--- src/rtl/spi_mem_if.sv ---
// Request/response bundle between the control unit and spi_mem_ctrl.
// Carries start/done, the op selects, addr, wdata, busy and rdata.
interface spi_mem_if;
    logic        start;
    logic        rom_rd;
    logic        ram_rd;
    logic        ram_wr;
    logic [15:0] addr;
    logic [7:0]  wdata;
    logic        done;
    logic        busy;
    logic [7:0]  rdata;

    modport master (
        output start, rom_rd, ram_rd, ram_wr, addr, wdata,
        input  done, busy, rdata
    );

    modport slave (
        input  start, rom_rd, ram_rd, ram_wr, addr, wdata,
        output done, busy, rdata
    );
endinterface

--- src/rtl/spi_mem_ctrl.sv ---
// Single-byte SPI master (mode 0) for flash reads and SRAM reads/writes.
// Ports: clk, rst_n, bus (spi_mem_if.slave), sclk, mosi, miso, flash_cs_n, ram_cs_n.
module spi_mem_ctrl #(
    parameter int         CLK_DIV     = 1,
    parameter logic [7:0] ROM_ADDR_HI = 8'h00,
    parameter logic [7:0] ROM_RD_CMD  = 8'h03,
    parameter logic [7:0] RAM_RD_CMD  = 8'h03,
    parameter logic [7:0] RAM_WR_CMD  = 8'h02
) (
    input  logic      clk,
    input  logic      rst_n,
    spi_mem_if.slave  bus,
    output logic      sclk,
    output logic      mosi,
    input  logic      miso,
    output logic      flash_cs_n,
    output logic      ram_cs_n
);

    typedef enum logic [2:0] {IDLE, SETUP, SHIFT, HOLD, DONE} state_e;

    localparam int DW = (CLK_DIV > 1) ? $clog2(CLK_DIV) : 1;
    localparam logic [DW-1:0] DIV_LAST = DW'(CLK_DIV - 1);

    state_e        state_q, state_d;
    logic [DW-1:0] div_q, div_d;
    logic [5:0]    bit_q, bit_d;
    logic [5:0]    last_q, last_d;
    logic          is_rd_q, is_rd_d;
    logic [39:0]   tx_q, tx_d;
    logic [7:0]    rx_q, rx_d;
    logic [7:0]    rdata_q, rdata_d;
    logic          done_q, done_d;
    logic          sclk_q, sclk_d;
    logic          mosi_q, mosi_d;
    logic          fcs_q, fcs_d;
    logic          rcs_q, rcs_d;

    always_comb begin
        state_d = state_q;
        div_d   = div_q;
        bit_d   = bit_q;
        last_d  = last_q;
        is_rd_d = is_rd_q;
        tx_d    = tx_q;
        rx_d    = rx_q;
        rdata_d = rdata_q;
        done_d  = done_q;
        sclk_d  = sclk_q;
        mosi_d  = mosi_q;
        fcs_d   = fcs_q;
        rcs_d   = rcs_q;
        unique case (state_q)
            IDLE: begin
                if (bus.start) begin
                    state_d = SETUP;
                    div_d   = '0;
                    bit_d   = '0;
                    // Frames are left-aligned in a 40-bit shifter; unused
                    // tail bits are zero so mosi idles low on read data.
                    if (bus.ram_wr) begin
                        tx_d    = {RAM_WR_CMD, bus.addr, bus.wdata, 8'h00};
                        last_d  = 6'd31;
                        is_rd_d = 1'b0;
                        rcs_d   = 1'b0;
                    end else if (bus.ram_rd) begin
                        tx_d    = {RAM_RD_CMD, bus.addr, 16'h0000};
                        last_d  = 6'd31;
                        is_rd_d = 1'b1;
                        rcs_d   = 1'b0;
                    end else if (bus.rom_rd) begin
                        tx_d    = {ROM_RD_CMD, ROM_ADDR_HI, bus.addr, 8'h00};
                        last_d  = 6'd39;
                        is_rd_d = 1'b1;
                        fcs_d   = 1'b0;
                    end else begin
                        state_d = DONE;
                        done_d  = 1'b1;
                    end
                    mosi_d = (state_d == SETUP) & tx_d[39];
                end
            end
            SETUP: state_d = SHIFT;
            SHIFT: begin
                if (div_q == DIV_LAST) begin
                    div_d = '0;
                    if (!sclk_q) begin
                        sclk_d = 1'b1;
                        rx_d   = {rx_q[6:0], miso};
                    end else begin
                        sclk_d = 1'b0;
                        if (bit_q == last_q) begin
                            state_d = HOLD;
                            mosi_d  = 1'b0;
                        end else begin
                            bit_d  = bit_q + 6'd1;
                            tx_d   = tx_q << 1;
                            mosi_d = tx_q[38];
                        end
                    end
                end else begin
                    div_d = div_q + 1'b1;
                end
            end
            HOLD: begin
                state_d = DONE;
                fcs_d   = 1'b1;
                rcs_d   = 1'b1;
                done_d  = 1'b1;
                if (is_rd_q) rdata_d = rx_q;
            end
            DONE: begin
                if (!bus.start) begin
                    state_d = IDLE;
                    done_d  = 1'b0;
                end
            end
            default: state_d = IDLE;
        endcase
    end

    always_ff @(posedge clk or negedge rst_n) begin
        if (!rst_n) begin
            state_q <= IDLE;
            div_q   <= '0;
            bit_q   <= '0;
            last_q  <= '0;
            is_rd_q <= 1'b0;
            tx_q    <= '0;
            rx_q    <= '0;
            rdata_q <= 8'h00;
            done_q  <= 1'b0;
            sclk_q  <= 1'b0;
            mosi_q  <= 1'b0;
            fcs_q   <= 1'b1;
            rcs_q   <= 1'b1;
        end else begin
            state_q <= state_d;
            div_q   <= div_d;
            bit_q   <= bit_d;
            last_q  <= last_d;
            is_rd_q <= is_rd_d;
            tx_q    <= tx_d;
            rx_q    <= rx_d;
            rdata_q <= rdata_d;
            done_q  <= done_d;
            sclk_q  <= sclk_d;
            mosi_q  <= mosi_d;
            fcs_q   <= fcs_d;
            rcs_q   <= rcs_d;
        end
    end

    assign bus.done   = done_q;
    assign bus.busy   = (state_q != IDLE);
    assign bus.rdata  = rdata_q;
    assign sclk       = sclk_q;
    assign mosi       = mosi_q;
    assign flash_cs_n = fcs_q;
    assign ram_cs_n   = rcs_q;

endmodule
--- src/flat_wrapper.sv ---
// flat-port wrapper written by rule: the top's interface ports become plain ports
module spi_mem_ctrl_flat 
#(
    parameter int         CLK_DIV     = 1,
    parameter logic [7:0] ROM_ADDR_HI = 8'h00,
    parameter logic [7:0] ROM_RD_CMD  = 8'h03,
    parameter logic [7:0] RAM_RD_CMD  = 8'h03,
    parameter logic [7:0] RAM_WR_CMD  = 8'h02
)
  (clk, rst_n, sclk, mosi, miso, flash_cs_n, ram_cs_n, bus_start, bus_rom_rd, bus_ram_rd, bus_ram_wr, bus_addr, bus_wdata, bus_done, bus_busy, bus_rdata);
  spi_mem_if bus_i ();
  input  logic clk;
  input  logic rst_n;
  output logic sclk;
  output logic mosi;
  input  logic miso;
  output logic flash_cs_n;
  output logic ram_cs_n;
  input wire logic [$bits(bus_i.start)-1:0] bus_start;
  input wire logic [$bits(bus_i.rom_rd)-1:0] bus_rom_rd;
  input wire logic [$bits(bus_i.ram_rd)-1:0] bus_ram_rd;
  input wire logic [$bits(bus_i.ram_wr)-1:0] bus_ram_wr;
  input wire logic [$bits(bus_i.addr)-1:0] bus_addr;
  input wire logic [$bits(bus_i.wdata)-1:0] bus_wdata;
  output wire logic [$bits(bus_i.done)-1:0] bus_done;
  output wire logic [$bits(bus_i.busy)-1:0] bus_busy;
  output wire logic [$bits(bus_i.rdata)-1:0] bus_rdata;
  assign bus_i.start = bus_start;
  assign bus_i.rom_rd = bus_rom_rd;
  assign bus_i.ram_rd = bus_ram_rd;
  assign bus_i.ram_wr = bus_ram_wr;
  assign bus_i.addr = bus_addr;
  assign bus_i.wdata = bus_wdata;
  assign bus_done = bus_i.done;
  assign bus_busy = bus_i.busy;
  assign bus_rdata = bus_i.rdata;
  spi_mem_ctrl #(.CLK_DIV(CLK_DIV), .ROM_ADDR_HI(ROM_ADDR_HI), .ROM_RD_CMD(ROM_RD_CMD), .RAM_RD_CMD(RAM_RD_CMD), .RAM_WR_CMD(RAM_WR_CMD)) u_core (.clk(clk), .rst_n(rst_n), .bus(bus_i), .sclk(sclk), .mosi(mosi), .miso(miso), .flash_cs_n(flash_cs_n), .ram_cs_n(ram_cs_n));
endmodule
--- config.mk ---
export PLATFORM = sky130hd
export DESIGN_NAME = spi_mem_ctrl_flat
export DESIGN_NICKNAME = d
export VERILOG_FILES = /design/src/rtl/spi_mem_if.sv /design/src/rtl/spi_mem_ctrl.sv /design/src/flat_wrapper.sv
export SDC_FILE = /design/constraint.sdc
export NUM_CORES = 1
export LEC_CHECK = 0
export CORE_UTILIZATION = 35
export DETAILED_ROUTE_END_ITERATION = 7
export SETUP_SLACK_MARGIN = 0.4
export SYNTH_ARGS = -nofsm -noshare
export SYNTH_HDL_FRONTEND = slang
export SYNTH_SLANG_ARGS = --single-unit
--- constraint.sdc ---
create_clock -name clk -period 2.39 [get_ports clk]
set_input_delay 0.478 -clock clk [delete_from_list [all_inputs] [get_ports clk]]
set_output_delay 0.478 -clock clk [all_outputs]
set_load 0.01 [all_outputs]
---- Yosys cells after proc, flatten, opt, wreduce, memory -nomap -nowiden ----
Cells that the tools add are included.
cells by class
  bitwise logic cells ..................... 3
  add/subtract/negate cells ............... 2
  mux-type cells .......................... 56
  eq/ne operators ......................... 18
  reduce and logical (&&, ||, !) cells .... 18
operators by type and width
  operator                                                                 count
  40-bit two-way mux                                                       9
  40-bit one-hot mux with 2 select lines                                   1
  6-bit two-way mux                                                        7
  3-bit two-way mux                                                        10
  1-bit two-way mux                                                        22
  2-bit inequality test, second input constant                             8
  3-bit one-hot mux with 5 select lines                                    1
  5-bit AND reduction                                                      3
  6-bit one-hot mux with 2 select lines                                    1
  6-bit AND reduction                                                      2
  3-bit AND reduction                                                      3
  3-bit nonzero test                                                       3
  1-bit one-hot mux with 2 select lines                                    4
  6-bit by 1-bit adder with 6-bit output, second input constant            1
  3-bit by 1-bit equality test with 1-bit output, second input constant    2
  3-bit by 2-bit equality test with 1-bit output, second input constant    2
  6-bit equality test                                                      1
  2-bit AND reduction                                                      3
  2-bit by 1-bit inequality test with 1-bit output, second input constant  2
  4-bit inequality test, second input constant                             1
  4-bit AND reduction                                                      1
  2-bit nonzero test                                                       2
  3-bit equality test, second input constant                               1
  3-bit logical NOT                                                        1
  other kinds (5)                                                          6
storage, ports and cells
  input port bits ......................... 31
  register bits ........................... 78
  logic and storage cells ................. 111
  output and inout bits ................... 14

---- Depth between registers and ports, before layout ----
Gate-level depths: netlist (run 1).
  depth in word-level cells ............... 9
  depth in mapped cells ................... 7

---- Worst setup path after synthesis (run 1) ----
OpenSTA, ideal clock, no wires.
  path kind ............................... flip-flop to flip-flop
  start ................................... register u_core.state_q[0]
  end ..................................... register u_core.tx_q[14]
  required time ........................... 2265 ps
  setup time .............................. 125 ps
  clock period less this slack ............ 2042 ps
  setup slack ............................. 348 ps
  cell stages (with the launch flop) ...... 8
  data arrival time ....................... 1917 ps
  path buffers ............................ 3
  cell sequence ........................... dfrtp_1 > buf_6 > or2_0 > buf_2 > a211o_4 > a31oi_4 > buf_12 > mux2_4
between the ends
  longest elaborated chain between the ends .. 3
RTL lines
  what                                                                                        RTL line             source
  start, declared                                                                             spi_mem_ctrl.sv:25   state_e state_q, state_d;
  start signal, assigned                                                                      spi_mem_ctrl.sv:138  state_q <= state_d;
  3-bit by 2-bit equality test with 1-bit output / 3-bit logical NOT (equally long branches)  spi_mem_ctrl.sv:53   unique case (state_q)
  2-bit inequality test (no line), or another cell as far along                               --
  6-bit AND reduction (no line)                                                               --
  end signal, assigned                                                                        spi_mem_ctrl.sv:143  tx_q <= tx_d;
  end, declared                                                                               spi_mem_ctrl.sv:30   logic [39:0] tx_q, tx_d;
Parallel ways exist; a longest one is shown, timed or not.
A chain may end at the register's enable or synchronous reset.

---- Worst setup path after layout (run 1) ----
  start ................................... input port bus_start
  end ..................................... register u_core.tx_q[10]
between the ends
  longest elaborated chain between the ends .. 2
RTL lines
  what                             RTL line            source
  start, declared                  flat_wrapper.sv:19  input wire logic [$bits(bus_i.start)-1:0] bus_start;
  2-bit inequality test (no line)  --
  6-bit AND reduction (no line)    --
No other way between the ends.

==> flow_metrics.env, run 1 <==
export IMPL_syn_num_nets=336
export IMPL_critPathRequiredTime_ns=2.62
export IMPL_power_leakage_nw=1.84
export IMPL_pwr_share_clk_pct=18.1
export IMPL_cp_max_fo=12
export IMPL_syn_area_sq_um=3320
export IMPL_rr_startpoint="u_core.state_q[0]"
export IMPL_clk_latency_ns=0.35
export IMPL_yosysWarnings=0
export IMPL_worstSetupEndpointType="flip-flop"
export IMPL_ys_seq_area_share_pct=49.1
export IMPL_worstPathArrival_ns=2.18
export IMPL_rsz0062_at_grt="true"
export IMPL_cts_buffer_depth=2
export IMPL_grt_overflow_total=0
export IMPL_clk_root_buffer_cell="clkbuf_8"
export IMPL_gp_congestion=0.792
export IMPL_fp_row_count=35
export IMPL_core_area_sq_um=9200
export IMPL_skew_ns=0.0103
export IMPL_internal_power_mw=3.39
export IMPL_cap_violations=0
export IMPL_startpoint="bus_start"
export IMPL_cts_tree="yes"
export IMPL_status="complete, no violations"
export IMPL_grt_pass1_wl_mm=13.3
export IMPL_relSlewSlack_pct=64.0
export IMPL_io_pins=45
export IMPL_drt_total_wl_mm=7.87
export IMPL_post_route_period_util_pct=81.8
export IMPL_die_w_microns=99.4
export IMPL_path_clk_slew_ns=0.07
export IMPL_synthArstFlopShare_pct=100
export IMPL_timing_setup_tns_ns=0
export IMPL_worstSetupPathType="input port to flip-flop"
export IMPL_worst_pin_slew_ns=0.536
export IMPL_final_common_cell="dfrtp_1"
export IMPL_critical_path_top_delay_family="buffers and inverters"
export IMPL_yosys_top_cells_area="dfrtp_1 (47%), mux2_4 (9.0%), mux2_2 (7.5%)"
export IMPL_critical_path_slowest_cell="clkdlybuf4s50_1"
export IMPL_firstDrtPassIters=4
export IMPL_powerDensity_nw_per_um2=1220
export IMPL_cts_buffers=9
export IMPL_layout_common_cells="dfrtp_1 (62), clkdlybuf4s50_1 (42), nand2_1 (39)"
export IMPL_final_hold_viol_count=0
export IMPL_wire_per_inst_microns=16.4
export IMPL_grt_pass1_vias=2630
export IMPL_hold_path_startpoint="u_core.tx_q[8]"
export IMPL_drc=0
export IMPL_drive_gt1_share_pct=26.5
export IMPL_synth_seq_cells=65
export IMPL_portBuffers=44
export IMPL_grt_usage_pct=17.3
export IMPL_dp_hpwl_mm=5.30
export IMPL_comb_power_share_pct=46.2
export IMPL_die_area_sq_um=9880
export IMPL_power_switching_mw=1.77
export IMPL_worst_path_largest_cell_delay_ns=0.49
export IMPL_diodes=0
export IMPL_postPlaceCellArea_sq_um=3970
export IMPL_synth_edf_count=0
export IMPL_ant_nets=0
export IMPL_design_area_sq_um=4220
export IMPL_fp_dieH_microns=99.4
export IMPL_synth_top_area_share_pct=47.5
export IMPL_max_freq_mhz=511
export IMPL_antenna_found_initial=0
export IMPL_cp_start_kind="input port"
export IMPL_vias=2550
export IMPL_cp_buffers_inverters=2
export IMPL_synth_top_flop_cell="dfrtp_1"
export IMPL_syn2layout_area_growth_pct=27.0
export IMPL_min_path_type="flip-flop to flip-flop"
export IMPL_synth_top_area_cell="dfrtp_1"
export IMPL_grt_max_degree=60
export IMPL_swShare_pct=34.3
export IMPL_nFillCells=858
export IMPL_drt_iter0_markers=101
export IMPL_htreeDepth=3
export IMPL_path_cells="clkdlybuf4s50_1, mux2i_1, a211o_4, a31oi_4, buf_12, mux2_2"
export IMPL_sequentialPowerShare_pct=35.7
export IMPL_period_needed_ns=1.96
export IMPL_maxSlewViolCount=0
export IMPL_setup_viol=0
export IMPL_yosysUniqueCellTypes=43
export IMPL_ir_worst_vdd_uv=591
export IMPL_synth_cells=304
export IMPL_initial_core_util_pct=36.1
export IMPL_syn_avg_cell_area_sq_um=10.9
export IMPL_clock_sinks=65
export IMPL_vias_per_cell=5.30
export IMPL_finish_net_count=397
timing repair:
item	4_1_cts	5_1_grt
setup buffers	4	0
setup endpoints to repair	33	15
pin swaps	0	0
endpoints found under the hold margin	6	0
hold buffers	1	0
gates cloned	0	0
resized for setup	4	4
kinds of logic after synthesis:
family                     synth area share (%)
and+or+nand+nor                            12.5
AOI/OAI and AO/OA                          16.9
DFF                                        49.1
muxes                                      16.8
buffers and inverters                      3.54
xor gates and xnor gates                  0.792
adders and majority gates                 0.377
path summary, 6_finish.rpt:
kind,endpoint,slack [ns],depth (start not counted)
setup reg to reg,u_core.bit_q[5],0.45,6
hold reg to reg,u_core.tx_q[8],0.50,1
hold / removal,u_core.tx_q[8],0.50,1
max in group asynchronous,u_core.flash_cs_n,1.27,3
min in group asynchronous,u_core.tx_q[21],0.51,2
setup / recovery,u_core.tx_q[10],0.43,6
layout make-up:
cell class,count,area [sq um],area share [%]
inverters,1,3.75,0.0890
clock buffers,10,138,3.26
multi-input cells,219,1590,37.7
clock inverters,6,57.6,1.36
repair buffers,69,658,15.6
flip-flops and latches,65,1630,38.7
well taps,111,139,3.29
power groups by stage:
| stage | logic, mW | registers (mW) | clock network (mW) |
|---|---|---|---|
| 3_3_place_gp | 2.29 | 1.86 | 0 |
| 4_1_cts | 2.42 | 1.84 | 0.956 |
| 5_1_grt | 2.62 | 1.91 | 1.01 |
| 2_1_floorplan | 1.71 | 1.80 | 0 |
| 3_5_place_dp | 2.35 | 1.87 | 0 |
| 6_report | 2.39 | 1.85 | 0.933 |
flip-flops by register name, summed over array words and instances (netlist names):
name and cells:
u_core.bus.done 1, u_core.flash_cs_n 1, u_core.bus.rdata 8, u_core.state_q 3, u_core.bit_q 6, u_core.mosi 1
u_core.ram_cs_n 1, u_core.is_rd_q 1, u_core.rx_q 8, u_core.last_q 3, u_core.sclk 1, u_core.tx_q 31
routing by layer:
metal,track usage (%),part of all wire (%)
met3,4.85,6.4
met5,0,0
met4,6.56,1.3
met2,26.7,44
met1,23.2,48
worst register-to-register path: cells and delay by family, from the launching register on:
family          cells  cell delay [ns]
buf+inv             2             0.38
simple gates        2             0.79
compound gates      2             0.31
flops               1             0.40
per-stage QoR:
step,setup WS (ns),utilization [%],power (mW),hold slack [ns],std cells
after floorplan,0.396,-,3.51,0.182,304
after global placement,0.0795,43.2,4.15,0.330,460
after detailed placement,0.0707,43.2,4.21,0.332,460
after CTS,0.406,45.8,5.21,0.501,481
after global routing,0.374,45.9,5.53,0.514,481
final,0.434,45.9,5.16,0.500,481
cell usage after synthesis, types with 2 or more instances:
master,number
a21oi_1,8
o21ai_0,23
a22o_1,8
a21o_1,3
nand2_1,39
nand3_1,13
buf_2,2
a32oi_1,8
nor2b_1,2
dfrtp_1,63
xnor2_1,3
nor3_1,3
a31oi_1,9
o21a_1,9
dfstp_2,2
or2_2,3
mux2_2,22
o211ai_1,5
mux2_4,20
nor2_1,21
clkbuf_1,14
buf_12,2
nand4_1,2
(Power assumes the default switching activity.)
==> run 2, diff against run 1 <==
==> constraint.sdc (replaced) <==
create_clock -name clk -period 1.7 [get_ports clk]
set_input_delay 0.34 -clock clk [delete_from_list [all_inputs] [get_ports clk]]
set_output_delay 0.34 -clock clk [all_outputs]
set_load 0.01 [all_outputs]
==> run 2 against run 1 <==
The flow now finishes with violations (hold timing, setup timing). Final cell count grew 8.5%. Clock skew shrank 0.0019 ns. Sequential power grew 39%. Cell area grew 17%. Core utilization grew 7.9 points. Die area is the same. Sequential cell count is the same. Worst hold slack lost 0.50 ns. Via count grew 9.1%. Setup slack lost 0.63 ns. Clock-buffer cell count is the same. Register-to-register slack lost 0.65 ns. Highest routed layer unchanged.
==> flow_metrics.env, run 2 (synthesized netlist as in run 1, its figures left out) <==
export IMPL_design_area_sq_um=4950
export IMPL_portBuffers=44
export IMPL_max_freq_mhz=526
export IMPL_largest_reg_flops=31
export IMPL_firstDrtPassIters=4
export IMPL_gp_congestion=0.784
export IMPL_cts_buffer_depth=2
export IMPL_violations="hold timing, setup timing"
export IMPL_relSlewSlack_pct=76.6
export IMPL_regMostFlops="u_core.tx_q"
export IMPL_grt_pass1_vias=2756
export IMPL_setup_viol=33
export IMPL_worst_pin_slew_ns=0.350
export IMPL_cts_buffers=9
export IMPL_core_area_sq_um=9200
export IMPL_path_clk_slew_ns=0.08
export IMPL_wire_per_inst_microns=17.5
export IMPL_cts_tree="yes"
export IMPL_top_usage_layer="met2"
export IMPL_power_switching_mw=3.06
export IMPL_cap_violations=0
export IMPL_fp_dieH_microns=99.4
export IMPL_internal_power_mw=6.19
export IMPL_worstSetupPathType="flip-flop to flip-flop"
export IMPL_grt_usage_pct=18.2
export IMPL_maxSlewViolCount=0
export IMPL_period_needed_ns=1.90
export IMPL_cp_start_kind="flip-flop"
export IMPL_drt_iter0_markers=84
export IMPL_htreeDepth=3
export IMPL_drt_total_wl_mm=9.11
export IMPL_postPlaceCellArea_sq_um=4160
export IMPL_cp_max_fo=6
export IMPL_die_area_sq_um=9880
export IMPL_swShare_pct=33.1
export IMPL_power_leakage_nw=2.25
export IMPL_finish_net_count=438
export IMPL_initial_core_util_pct=36.1
export IMPL_clock_sinks=65
export IMPL_timing_setup_tns_ns=-5.31
export IMPL_vias=2783
export IMPL_use_met3_pct=4.92
export IMPL_grt_pass1_wl_mm=13.8
export IMPL_grt_overflow_total=0
export IMPL_final_hold_viol_count=7
export IMPL_diodes=0
export IMPL_fp_row_count=35
export IMPL_post_route_period_util_pct=112
export IMPL_min_path_type="input port to async pin"
export IMPL_sequentialPowerShare_pct=27.9
export IMPL_vias_per_cell=5.33
export IMPL_grt_max_degree=66
export IMPL_fin_hold_ws_ns=-0.00421
export IMPL_syn2layout_area_growth_pct=49.0
export IMPL_final_common_cell="dfrtp_1"
export IMPL_critPathRequiredTime_ns=1.94
export IMPL_grt_use_met1_pct=24.8
export IMPL_drc=0
export IMPL_antenna_found_initial=0
export IMPL_powerDensity_nw_per_um2=1870
export IMPL_skew_ns=0.00836
export IMPL_clk_latency_ns=0.36
export IMPL_clk_root_buffer_cell="clkbuf_8"
export IMPL_worst_slack_ns=-0.200
export IMPL_layout_common_cells="dfrtp_1 (63), mux2_4 (42), nand2_1 (37)"
export IMPL_rsz0062_at_grt="true"
export IMPL_ir_worst_vdd_uv=894
export IMPL_ant_nets=0
export IMPL_status="finished with violations"
export IMPL_worstPathArrival_ns=2.14
export IMPL_pwr_share_clk_pct=17.9
export IMPL_comb_power_share_pct=54.2
export IMPL_dp_hpwl_mm=5.35
export IMPL_worstSetupEndpointType="flip-flop"
export IMPL_grtUsageMet2_pct=28.4
export IMPL_drive_gt1_share_pct=42.6
export IMPL_io_pins=45
export IMPL_nFillCells=818
export IMPL_die_w_microns=99.4
[run 2: cell count changes in the layout (fill, tap and decap cells not counted), moves of 7 or more]
cell             before  now
mux2_4               20   42
buf_4                21   31
nor2_1               21   14
buf_2                 2   13
buf_6                 0   23
clkdlybuf4s50_1      42   27
mux2_2               22    0
[run 2: area by class of cell]
type	instances	area [sq um]	share of cell area, %
flip-flops and latches	65	1630	32.9
multi-input cells	221	1850	37.3
inverters	1	3.75	0.0759
clock buffers	10	138	2.78
well taps	111	139	2.81
clock inverters	6	115	2.33
repair buffers	108	1070	21.7
[run 2: power by group through the flow]
stage	Sequential [mW]	Combinational [mW]	Clock [mW]
2_1_floorplan	2.55	2.58	0
4_1_cts	2.56	4.02	1.70
3_5_place_dp	2.57	3.66	0
6_report	2.58	5.01	1.66
5_1_grt	2.65	5.36	1.77
3_3_place_gp	2.57	3.57	0
[run 2: routing by layer]
metal | vias to the layer above | routed length (microns)
met5 | - | 0
li1 | 1313 | -
met1 | 1395 | 4360
met3 | 8 | 499
met4 | 0 | 91
met2 | 67 | 4170
[run 2: path summary, 6_finish.rpt]
path,startpoint,end,slack [ns],cells after the start
min,rst_n,u_core.tx_q[10],-0.004,2
max,u_core.bit_q[4],u_core.tx_q[14],-0.20,7
max in group asynchronous,rst_n,u_core.ram_cs_n,1.39,2
min reg2reg,u_core.tx_q[8],u_core.tx_q[8],0.49,1
min in group clk,u_core.tx_q[8],u_core.tx_q[8],0.49,1
max reg2reg,u_core.bit_q[4],u_core.tx_q[14],-0.20,7
[run 2: per-stage QoR]
step / setup slack, ns / utilization, % / cells / total power, mW
final: -0.200 / 53.8 / 522 / 9.25
after global routing: -0.282 / 53.8 / 522 / 9.78
after CTS: -0.213 / 49.9 / 503 / 8.27
after detailed placement: -0.503 / 45.3 / 476 / 6.24
after global placement: -0.473 / 45.3 / 476 / 6.14
after floorplan: -0.294 / - / 304 / 5.13
[run 2: critical path, cell delays in order (launching register included)]
cell	delay, ns
dfrtp_1	0.38
buf_4	0.15
nor3_1	0.24
o21a_2	0.28
a31oi_4	0.11
buf_12	0.16
clkbuf_16	0.16
mux2_4	0.29
[run 2: repair_timing]
action                                  in CTS  in global routing
gates cloned                                 4                  4
endpoints found under the setup margin      78                 67
hold buffers                                 0                  0
pin swaps                                   11                 14
gates resized for setup                     96                 38
setup buffers                                7                 15
==> variant 1: new RTL, settings of run 2 <==
Register the input `miso` before use, without a reset. The logic sees it one clock later. The other inputs are not delayed to match.
--- a/src/rtl/spi_mem_ctrl.sv
+++ b/src/rtl/spi_mem_ctrl.sv
@@ -22,4 +22,10 @@
     localparam int DW = (CLK_DIV > 1) ? $clog2(CLK_DIV) : 1;
     localparam logic [DW-1:0] DIV_LAST = DW'(CLK_DIV - 1);
+
+    logic miso_q;
+
+    always_ff @(posedge clk) begin
+        miso_q <= miso;
+    end
 
     state_e        state_q, state_d;
@@ -87,5 +93,5 @@
                     if (!sclk_q) begin
                         sclk_d = 1'b1;
-                        rx_d   = {rx_q[6:0], miso};
+                        rx_d   = {rx_q[6:0], miso_q};
                     end else begin
                         sclk_d = 1'b0;
Formal check against the unedited RTL: same outputs for any inputs over 10 cycles, from zero or initial values and one cycle with rst_n low; that may be too few to reach the edited logic, so the function may still have changed.
==> variant 1 against run 2 <==
- the flow still finishes with violations (negative hold slack, negative setup slack)
- area after synthesis grew 0.53%
- final area grew 2.8%
- combinational power grew 1%
- critical endpoint is now u_core.tx_q[29]
- total power shrank 1.6%
- highest routed layer unchanged
- first-iteration DRC count grew 14%
- clock skew is essentially flat
- utilization grew 1.2 points
- largest cell class unchanged
- worst setup slack lost 0.16 ns
- sequential cell count grew 1
- wire length shrank 3.0%
==> variant 1: results (changes against run 2) <==
stage	metric	value	unit	change
run_status	status	finished with violations		
run_status	violations	negative hold slack, negative setup slack		
timing	hold_viol	3		-4
yosys	synth_nets	356		+6.0%
drt	wl_met1	4120	um	-5.5%
finish	final_nets	450		+2.7%
yosys	synthAdderAreaFrac	0.00375		-0.0000198
drt	wl_met2	4160	um	-0.12%
worst_setup_path	cp_data_arrival_time	2.28	ns	+0.14 ns
yosys	synthXorXnorAreaFrac	0.00787		-0.0000416
timing	maxSlewHeadroom	0.645		-0.120
yosys	ys_top_cells_by_area	dfrtp_1, nand2_1, mux2_2		
yosys	synthTopCellsByCount	dfrtp_1, nand2_1, o21ai_0		
worst_setup_path	crit_family	simple AND/OR/NAND/NOR gates		
timing	finalWorstSetupSlack	-0.355	ns	-0.155 ns
worst_setup_path	worstPathMaxFanout	11		+5
placement	dp_hpwl	5390	um	+0.68%
yosys	muxShareOfSynthArea	0.104		-0.0639
yosys	ys_seq_area_frac	0.494		+0.00342
worst_setup_path	crit_slowest_cell	or4_4		
drt	drt_iter0_drc	96		+14%
drt	wl	8840	um	-3.0%
yosys	synth_compound_area_frac	0.195		+0.0265
global_route	track_usage	0.182		+0.000674
placement	gp_congestion	0.827		+5.4%
yosys	synthArstFlopShare	0.985		-0.0152
worst_setup_path	rr_worst_depth	5		-2
timing	setup_viol	38		+15%
timing	holdWs	-0.00720	ns	-0.00300 ns
worst_setup_path	worstReg2RegEnd	u_core.tx_q[29]		
## variant 1: cell types whose count changed in the layout (fill, tap and decap cells not counted), moves of 8 or more
| cell | change |
|---|---|
| mux2_4 | -17 |
| nand2_1 | +16 |
| o22ai_2 | +14 |
| a31oi_1 | -8 |
| a32oi_1 | -8 |
| o21a_1 | -8 |
| o21bai_1 | +8 |
## variant 1: layout make-up
cell class,count,area (um2),area share
sequential,66,1650,0.325
timing repair buffer,107,1100,0.216
inverter,3,11.3,0.00222
multi-input combinational,231,1940,0.382
clock inverter,5,77.6,0.0153
clock buffer,11,141,0.0278
tap,129,161,0.0318
## variant 1: repair_timing
item / 4_1_cts / 5_1_grt
gates cloned: 2 / 3
endpoints found under the hold margin: 0 / 0
resized for setup: 90 / 48
setup buffers: 13 / 5
pin swaps: 17 / 9
endpoints found under the setup margin: 77 / 77
## variant 1: layer usage
metal,GRT usage,up-vias
li1,-,1367
met1,0.254,1437
met2,0.278,96
met3,0.0457,23
met4,0.0588,0
met5,0,-
## variant 1: kinds of logic (layout without fill, tap and decap cells)
group           after synthesis  count (layout)
xor+xnor                      3               3
flops                        66              66
fa+ha+maj                     1               1
mux                          28              28
compound gates               93              93
buf+inv                      27             126
simple gates                106             106
## variant 1: per-stage QoR
step | util | setup WS (ns) | instances | total power (W) | instance area (um2)
2_1_floorplan | - | -0.365 | 324 | 0.00505 | 3460
3_3_place_gp | 0.462 | -0.382 | 513 | 0.00619 | 4270
3_5_place_dp | 0.462 | -0.385 | 513 | 0.00628 | 4270
4_1_cts | 0.520 | -0.360 | 544 | 0.00830 | 4810
5_1_grt | 0.550 | -0.406 | 552 | 0.00963 | 5080
6_report | 0.550 | -0.355 | 552 | 0.00910 | 5080
## variant 1: how the worst min path moves through the flow
stage / start / to / slack, ns / cells after the start
after floorplan: rst_n / u_core.bit_q[0] / 0.04 / 0
after global placement: rst_n / u_core.bus.rdata[4] / 0.38 / 2
after detailed placement: rst_n / u_core.bus.rdata[6] / 0.38 / 2
after CTS: rst_n / u_core.bus.rdata[6] / 0.02 / 2
after global routing: rst_n / u_core.bus.rdata[6] / 0.03 / 2
final: rst_n / u_core.bus.rdata[4] / -0.007 / 2
## variant 1: power breakdown
group	total [W]	internal (W)	switching, W
Combinational	0.00507	0.00281	0.00226
Clock	0.00146	0.000861	0.000596
Sequential	0.00257	0.00220	0.000375
Total	0.00910	0.00587	0.00323
==> variant 2: new RTL, config.mk and constraints of run 2 <==
Without the edit above. Put one more register stage on the output `flash_cs_n`, cleared by the reset. The value now appears one clock later. The other outputs are not delayed to match.
--- a/src/rtl/spi_mem_ctrl.sv
+++ b/src/rtl/spi_mem_ctrl.sv
@@ -157,5 +157,11 @@
     assign sclk       = sclk_q;
     assign mosi       = mosi_q;
-    assign flash_cs_n = fcs_q;
+    always_ff @(posedge clk or negedge rst_n) begin
+        if (!rst_n) begin
+            flash_cs_n <= '0;
+        end else begin
+            flash_cs_n <= fcs_q;
+        end
+    end
     assign ram_cs_n   = rcs_q;
 
Function: changed (Yosys sat finds a counterexample within 4 cycles, from zero or initial values and one cycle with rst_n low).
==> variant 2 against run 2 <==
- the run ends with negative setup slack left
- total power shrank 13%
- maximum frequency shrank 7.0%
- wire length shrank 15%
- sequential share of layout area grew 2.2 points
- sequential power grew 2%
- area after synthesis shrank 2.1%
- via count shrank 7.8%
- sequential cell count grew 1
- worst setup slack lost 0.14 ns
- global-route usage shrank 0.39 points
- clock skew grew 0.00067 ns
- final area shrank 4.8%
- count of clock-buffer cells in the layout shrank 1
- critical path depth shrank 2
- largest power group unchanged
- highest routed layer unchanged
==> variant 2: results (changes against run 2) <==
stage	metric	value	unit	change
placement	pre_cts_slack	-0.517	ns	-0.0138 ns
placement	port_buffers	44		unchanged
placement	gp_congestion	0.784		about the same
worst_setup_path	crit_path_max_incr_delay	0.55	ns	+0.17 ns
hold_path	hold_class	reg -> reg		
yosys	synthArstFlopShare	1.00		unchanged
worst_setup_path	crit_slowest_cell	or4_4		
cts	cts_buffer_depth	2		unchanged
drt	wl	7770	um	-15%
worst_setup_path	cp_data_arrival_time	2.27	ns	+0.13 ns
yosys	ys_seq_area_frac	0.509		+0.0181
run_status	violations	negative setup slack		
yosys	synthAdderAreaFrac	0.00385		+0.0000798
yosys	muxShareOfSynthArea	0.169		+0.000480
placement	place_area	4190	um2	+0.57%
yosys	synth_compound_area_frac	0.137		-0.0315
yosys	ys.flop_type	dfrtp_1		
power_and_ir_drop	leakage	2.22	nW	-1.5%
finish	n_fill_cell	790		-3.4%
timing	setup_tns	-12.05	ns	-6.74 ns
yosys	ys_top_cells_by_area	dfrtp_1, mux2_4, mux2_2		
placement	dp_hpwl	5290	um	-1.1%
timing	setup_viol	48		+45%
global_route	overflow	0		unchanged
yosys	ys_types	49		+14%
yosys	synthTopCellsByCount	dfrtp_1, nand2_1, nor2_1		
finish	fin_cells	499		-4.4%
yosys	synth_nets	321		-4.5%
drt	vias	2566		-7.8%
global_route	grt_start_max_net_pins	37		-44%
yosys	syn_area_per_cell	11.2	um2	+3.0%
cts	insertion_delay	0.34	ns	-0.02 ns
finish	final_layout_size_suffix_gt1_frac	0.409		-0.0166
worst_setup_path	worstPathMaxFanout	25		+19
power_and_ir_drop	ir_worst_vdd	0.000797	V	-11%
yosys	synthXorXnorAreaFrac	0.00808		+0.000168
timing	holdWs	0.415	ns	+0.419 ns
global_route	grt_pass1_wl	13500	um	-2.1%
global_route	grt_pass1_vias	2735		-0.76%
drt	drt_iter0_drc	79		-6.0%
worst_setup_path	crit_family	simple AND/OR/NAND/NOR gates		
timing	finClkSkew	0.00903	ns	+0.000665 ns
global_route	antenna_found_initial	0		unchanged
placement	dp_cells	463		-2.7%
timing	finalWorstSetupSlack	-0.344	ns	-0.144 ns
timing	tightest_slew	0.463	ns	+0.113 ns
run_status	status	finished with violations		
drt	first_pass_iters	6		+2
finish	final_nets	418		-4.6%
global_route	track_usage	0.178		-0.00388
-- variant 2: path summary, 6_finish.rpt --
kind                             startpoint                 to  cells past startpoint
setup / recovery           u_core.last_q[2]    u_core.tx_q[29]                      5
min in group asynchronous             rst_n        u_core.sclk                      2
setup reg to reg           u_core.last_q[2]    u_core.tx_q[29]                      5
hold reg to reg                u_core.fcs_q  u_core.flash_cs_n                      0
hold / removal                 u_core.fcs_q  u_core.flash_cs_n                      0
max in group asynchronous             rst_n    u_core.tx_q[16]                      3
-- variant 2: final cells by class --
cell class / instances / area (um2) / area share
clock buffers: 9 / 124 / 0.0263
clock inverters: 7 / 77.6 / 0.0165
inverters: 3 / 11.3 / 0.00239
multi-input cells: 203 / 1720 / 0.365
flip-flops and latches: 66 / 1650 / 0.351
well taps: 108 / 135 / 0.0287
repair buffers: 103 / 986 / 0.209
-- variant 2: repair_timing --
| item | in CTS | in global routing |
|---|---|---|
| gates resized for setup | 95 | 19 |
| setup endpoints to repair | 76 | 63 |
| endpoints found under the hold margin | 12 | 0 |
| hold buffers | 1 | 0 |
| pin swaps | 4 | 18 |
| buffers inserted | 15 | 4 |
-- variant 2: metal layers --
| layer | wire length (um) | track usage | vias up |
|---|---|---|---|
| li1 | - | - | 1242 |
| met1 | 3780 | 0.244 | 1265 |
| met2 | 3640 | 0.280 | 53 |
| met3 | 274 | 0.0358 | 6 |
| met4 | 65 | 0.0643 | 0 |
| met5 | 0 | 0 | - |
-- variant 2: power by group --
part,internal [W],switching (W),total (W)
registers,0.00222,0.000418,0.00264
logic,0.00239,0.00165,0.00404
clock network,0.000690,0.000671,0.00136
total,0.00529,0.00274,0.00804
